**src/rtl/online_otf_converter_if.sv**
```systemverilog
// Handshake bundle for the online radix-4 to two's-complement converter.
// The digit stream enters on the in_* signals and completed words leave on the out_* signals.
interface online_otf_converter_if #(
  parameter int WIDTH = 16
);
  logic              in_valid;
  logic              in_ready;
  logic [2:0]        in_digit;
  logic              out_valid;
  logic              out_ready;
  logic [2*WIDTH:0]  out_data;
  logic              out_err;

  modport master (
    output in_valid, in_digit, out_ready,
    input  in_ready, out_valid, out_data, out_err
  );

  modport slave (
    input  in_valid, in_digit, out_ready,
    output in_ready, out_valid, out_data, out_err
  );
endinterface

```
**src/rtl/online_otf_converter.sv**
```systemverilog
// On-the-fly conversion of MSD-first radix-4 signed digits (-3..+3) into a two's-complement word.
// Optional illegal-digit (3'b100) flagging is enabled by defining OTFC_DIGIT_CHECK_EN.
module online_otf_converter #(
  parameter int WIDTH = 16
) (
  input  logic                   clk,
  input  logic                   rst_n,
  online_otf_converter_if.slave  bus
);
  localparam int DW = 2*WIDTH + 1;
  localparam int CW = (WIDTH > 1) ? $clog2(WIDTH) : 1;

  typedef enum logic {ACCUM, HOLD} state_t;

  state_t          state, state_next;
  logic [CW-1:0]   cnt, cnt_next, base_cnt;
  logic [DW-1:0]   q, qm, q_next, qm_next;
  logic [DW-1:0]   base_q, base_qm, digit_ext;
  logic            accept, word_xfer, first;
  logic            digit_nonneg, digit_pos;

  assign bus.in_ready  = (state == ACCUM) || bus.out_ready;
  assign bus.out_valid = (state == HOLD);
  assign bus.out_data  = (state == HOLD) ? q : '0;

  assign accept    = bus.in_valid && bus.in_ready;
  assign word_xfer = (state == HOLD) && bus.out_ready;
  // A digit accepted in HOLD starts a fresh word, just like the first digit in ACCUM.
  assign first     = (state == HOLD) || (cnt == '0);
  assign base_cnt  = (state == HOLD) ? '0 : cnt;
  assign base_q    = first ? '0 : q;
  assign base_qm   = first ? '1 : qm;

  assign digit_ext    = {{(DW-3){bus.in_digit[2]}}, bus.in_digit};
  assign digit_nonneg = !bus.in_digit[2];
  assign digit_pos    = !bus.in_digit[2] && (bus.in_digit[1:0] != 2'b00);

  always_ff @(posedge clk or negedge rst_n) begin
    if (!rst_n) begin
      state <= ACCUM;
      cnt   <= '0;
      q     <= '0;
      qm    <= '0;
    end else begin
      state <= state_next;
      cnt   <= cnt_next;
      q     <= q_next;
      qm    <= qm_next;
    end
  end

  always_comb begin
    state_next = state;
    cnt_next   = cnt;
    q_next     = q;
    qm_next    = qm;
    if (word_xfer && !accept) begin
      state_next = ACCUM;
      cnt_next   = '0;
    end
    if (accept) begin
      // Q tracks the value so far; QM tracks value-1, so a negative digit never needs a borrow chain.
      if (digit_nonneg)
        q_next = {base_q[DW-3:0], 2'b00} + digit_ext;
      else
        q_next = {base_qm[DW-3:0], 2'b00} + digit_ext + DW'(4);
      if (digit_pos)
        qm_next = {base_q[DW-3:0], 2'b00} + digit_ext - DW'(1);
      else
        qm_next = {base_qm[DW-3:0], 2'b00} + digit_ext + DW'(3);
      if (base_cnt == CW'(WIDTH-1)) begin
        state_next = HOLD;
        cnt_next   = '0;
      end else begin
        state_next = ACCUM;
        cnt_next   = base_cnt + CW'(1);
      end
    end
  end

`ifdef OTFC_DIGIT_CHECK_EN
  logic err, err_next;

  always_ff @(posedge clk or negedge rst_n) begin
    if (!rst_n)
      err <= 1'b0;
    else
      err <= err_next;
  end

  always_comb begin
    err_next = err;
    if (word_xfer && !accept)
      err_next = 1'b0;
    if (accept)
      err_next = (first ? 1'b0 : err) | (bus.in_digit == 3'b100);
  end

  assign bus.out_err = (state == HOLD) && err;
`else
  assign bus.out_err = 1'b0;
`endif

endmodule

```
**src/flat_wrapper.sv**
```systemverilog
// flat-port wrapper written by rule: the top's interface ports become plain ports
module online_otf_converter_flat 
#(
  parameter int WIDTH = 16
)
  (clk, rst_n, bus_in_valid, bus_in_digit, bus_out_ready, bus_in_ready, bus_out_valid, bus_out_data, bus_out_err);
  online_otf_converter_if #(.WIDTH(WIDTH)) bus_i ();
  input  logic clk;
  input  logic rst_n;
  input wire logic [$bits(bus_i.in_valid)-1:0] bus_in_valid;
  input wire logic [$bits(bus_i.in_digit)-1:0] bus_in_digit;
  input wire logic [$bits(bus_i.out_ready)-1:0] bus_out_ready;
  output wire logic [$bits(bus_i.in_ready)-1:0] bus_in_ready;
  output wire logic [$bits(bus_i.out_valid)-1:0] bus_out_valid;
  output wire logic [$bits(bus_i.out_data)-1:0] bus_out_data;
  output wire logic [$bits(bus_i.out_err)-1:0] bus_out_err;
  assign bus_i.in_valid = bus_in_valid;
  assign bus_i.in_digit = bus_in_digit;
  assign bus_i.out_ready = bus_out_ready;
  assign bus_in_ready = bus_i.in_ready;
  assign bus_out_valid = bus_i.out_valid;
  assign bus_out_data = bus_i.out_data;
  assign bus_out_err = bus_i.out_err;
  online_otf_converter #(.WIDTH(WIDTH)) u_core (.clk(clk), .rst_n(rst_n), .bus(bus_i));
endmodule
```
**config.mk**
```make
export PLATFORM = sky130hd
export DESIGN_NAME = online_otf_converter_flat
export DESIGN_NICKNAME = d
export VERILOG_FILES = /design/src/rtl/online_otf_converter_if.sv /design/src/rtl/online_otf_converter.sv /design/src/flat_wrapper.sv
export SDC_FILE = /design/constraint.sdc
export NUM_CORES = 1
export LEC_CHECK = 0
export ABC_AREA = 1
export BUFFER_PORTS_ARGS = -buffer_cell sky130_fd_sc_hd__buf_2
export CORE_MARGIN = 2
export CORE_UTILIZATION = 57
export DETAILED_ROUTE_END_ITERATION = 10
export PLACE_DENSITY_LB_ADDON = 0.08
export SYNTH_ARGS = -nofsm -noshare
export SYNTH_HDL_FRONTEND = slang
export SYNTH_SLANG_ARGS = --single-unit
```
**constraint.sdc**
```tcl
create_clock -name clk -period 7.9 [get_ports clk]
set_clock_uncertainty 0.1 [all_clocks]
set_input_delay 1.58 -clock clk [delete_from_list [all_inputs] [get_ports clk]]
set_output_delay 1.58 -clock clk [all_outputs]
set_load 0.02 [all_outputs]
```
==> summary.md <==
| Metric | Value |
|---|---|
| Status | `completed` |
| DRT Pass-1 Iters | `5` |
| Hold Crit Depth | `2` |
| Remaining Overflow, GRT | `0` |
| Worst r2r src | `u_core.cnt[3]` |
| ANT cells | `0` |
| Multi-input logic area | `7270 µm²` |
| Min cycle time layout | `5.28 ns` |
| Post-Syn Nets | `2023` |
| Setup Crit Path Kind | `input port to flop` |
| Post-Route WL | `35.7 mm` |
| Worst Hold End | `u_core.qm[25]` |
| Reg2reg setup slack | `2.71 ns` |
| Yosys reg bits | `69` |
| Register Area | `1730 µm²` |
| Most frequent cells in the layout | `nand2_1 (693), inv_1 (342), nor2_1 (223), nand3_1 (160), a21oi_1 (71)` |
| Vias in the first global route | `11422` |
| Vias post-DR | `12181` |
| Yosys Warn Count | `0` |
| Syn Std Cell Area | `10500 µm²` |
| # resized after CTS | `0` |
| Hold crit path type | `flop to flop` |
| Setup violators final | `0` |
| Fmax | `0.189 GHz` |
| I/O pins | `43` |
| Actual slew at the worst max-slew pin | `0.992 ns` |
| DRT iter0 DRCs | `1073` |
| Clock slew at reported path FFs | `0.06 ns` |
| Worst setup EP type | `flop` |
| Worst-case headroom to the max-slew limit | `33.9%` |
| Setup Total Neg Slack | `0 ns` |
| HP Start | `u_core.qm[25]` |
| Core area | `18000 µm²` |
| CP Max Fanout | `63` |
| Critical path data arrival time | `5.45 ns` |
| H-Tree Depth | `3` |
| Die Span X | `139 µm` |
| Synth Area per Inst | `5.36 µm²` |
| Setup Fix Bufs, Post-CTS | `0` |
| Rows | `49` |
| Yosys cell types | `44` |
| Final worst path period share | `66.9%` |
| RSZ-0062 raised after global routing | `false` |
| Worst Path Required | `8.07 ns` |
| Die Span Y | `139 µm` |
| Max-cap check violation count | `0` |
| Nets | `2047` |
| # clock sinks | `69` |
| DRC viols | `0` |
| Commonest non-fill, non-tap cell in the layout | `nand2_1` |
| Final hold violations | `0` |
| Die ar. | `19400 µm²` |
| CTS Hold Bufs | `0` |
| Register area share after synthesis | `16.5%` |
| Post-Syn Instances | `1951` |
| Final Max Slew Viols | `0` |
| Global-route total usage across every layer | `37.0%` |
| TritonCTS clock tree | `yes` |
| GPL Wtd Cong | `1.01` |
| R2R Path End | `u_core.q[19]` |
| CTS buffer count | `9` |
| Largest net degree at the start of global routing | `88` |
| Worst Setup Start Kind | `input port` |
| Post-DRT Antenna Nets | `0` |
| Vias/cell | `5.51` |
| Synthesis-to-finish area growth | `6.93%` |
| CTS Root Cell | `clkbuf_16` |
| Clk buf depth | `2` |
| FILL cells | `1921` |
| Starting density of the core | `58.2%` |
| Clk_lat worst skew | `0.35 ns` |
| WL per Instance | `16.2 µm` |
| Dpl hpwl | `28.4 mm` |
| Initial antenna violation count | `0` |
| First-pass GRT wire length | `57.7 mm` |
| R2R depth | `24` |
| Layout cell share with drive strength beyond 1 | `6.06%` |
| Port buffer count | `41` |
-- layout make-up --
| class | instances | share of cell area (%) |
|---|---|---|
| inverter | 351 | 11.8 |
| tap | 229 | 2.56 |
| clock inverter | 5 | 0.515 |
| multi-input combinational | 1496 | 65.1 |
| timing repair buffer | 48 | 2.35 |
| sequential | 69 | 15.5 |
| clock buffer | 11 | 2.26 |
-- worst max-delay path, cell delays in order --
cell     delay, ns
buf_4         0.61
ha_1          0.36
nand2_1       0.12
inv_1         0.11
nand2_1       0.12
nor2_1        0.36
nand4_1       0.30
nand4_1       0.26
nand2_1       0.18
nor2_1        0.32
nand2_1       0.19
nor2_1        0.23
nand3_1       0.10
nand2_1       0.07
nand3_1       0.11
nand2_1       0.17
nand2_1       0.08
o21ai_1       0.11
-- per-layer routing --
layer | vias up | share of wire [%] | GRT usage (%)
li1 | 6145 | - | -
met1 | 5509 | 44 | 49.6
met2 | 433 | 46 | 61.1
met3 | 94 | 5.5 | 2.99
met4 | 0 | 4.6 | 17.0
met5 | - | 0 | 0
-- synthesized netlist by cell type (all sizes together) --
cell type	count	area share, %
nand2	697	25
inv	349	13
nor2	237	8.9
nand3	163	8.0
o21ai	80	3.8
a21oi	71	3.4
dfrtp	69	17
ha	63	7.5
nand4	45	2.7
clkbuf	32	1.1
xor2	24	2.2
or2	22	1.3
nor3	18	1.0
nand3b	13	0.93
o211ai	10	0.72
a31oi	9	0.54
xnor2	9	0.75
o22ai	8	0.48
o21bai	6	0.43
and2	4	0.24
buf	3	0.14
o2111ai	3	0.25
o21a	3	0.22
clkinv	2	0.072
fa	2	0.38
a21o	1	0.072
a221oi	1	0.084
a22oi	1	0.072
and3	1	0.060
conb	1	0.036
nor3b	1	0.072
o22a	1	0.084
o31ai	1	0.072
o32ai	1	0.084
-- flip-flops by register name, indices dropped and copies added, names as in the netlist --
| signal | flops |
|---|---|
| u_core.qm | 31 |
| u_core.bus.out_valid | 1 |
| u_core.cnt | 4 |
| u_core.q | 33 |
-- cells by family (layout without fill, tap and decap cells) --
group                    count (synthesis)  in the layout  share of synthesized area [%]
adder cells (fa/ha/maj)                 65             65                           7.93
AND/OR/NAND/NOR                       1201           1201                           48.3
buffers and inverters                  386            415                           13.9
other                                    1              1                         0.0359
flip-flops                              69             69                           16.5
AO/OA/AOI/OAI                          196            196                           10.3
XOR/XNOR                                33             33                           2.98
-- stage by stage --
step                      instances  cell area [µm²]  utilization [%]  setup WS [ns]  hold slack [ns]
after global placement         2193            10900             60.5           2.43            0.359
after floorplan                1951            10500                -           3.69            0.341
after global routing           2209            11200             62.2           2.25            0.409
after CTS                      2209            11200             62.2           2.71            0.378
after detailed placement       2193            10900             60.5           2.34            0.360
final                          2209            11200             62.2           2.62            0.383
-- worst max path at each step --
stage	slack (ns)	to	from	depth (start not counted)
global route	2.25	u_core.qm[27]	u_core.cnt[3]	24
finish	2.62	u_core.qm[23]	bus_in_digit[2]	18
detailed placement	2.34	u_core.q[19]	bus_in_digit[2]	19
CTS	2.71	u_core.q[19]	bus_in_digit[2]	19
global placement	2.43	u_core.qm[23]	bus_in_digit[2]	18
floorplan	3.69	u_core.qm[17]	bus_in_digit[2]	17
Power is not shown: default switching activity piles up to over one toggle a cycle in this logic, so the estimate is an artifact.
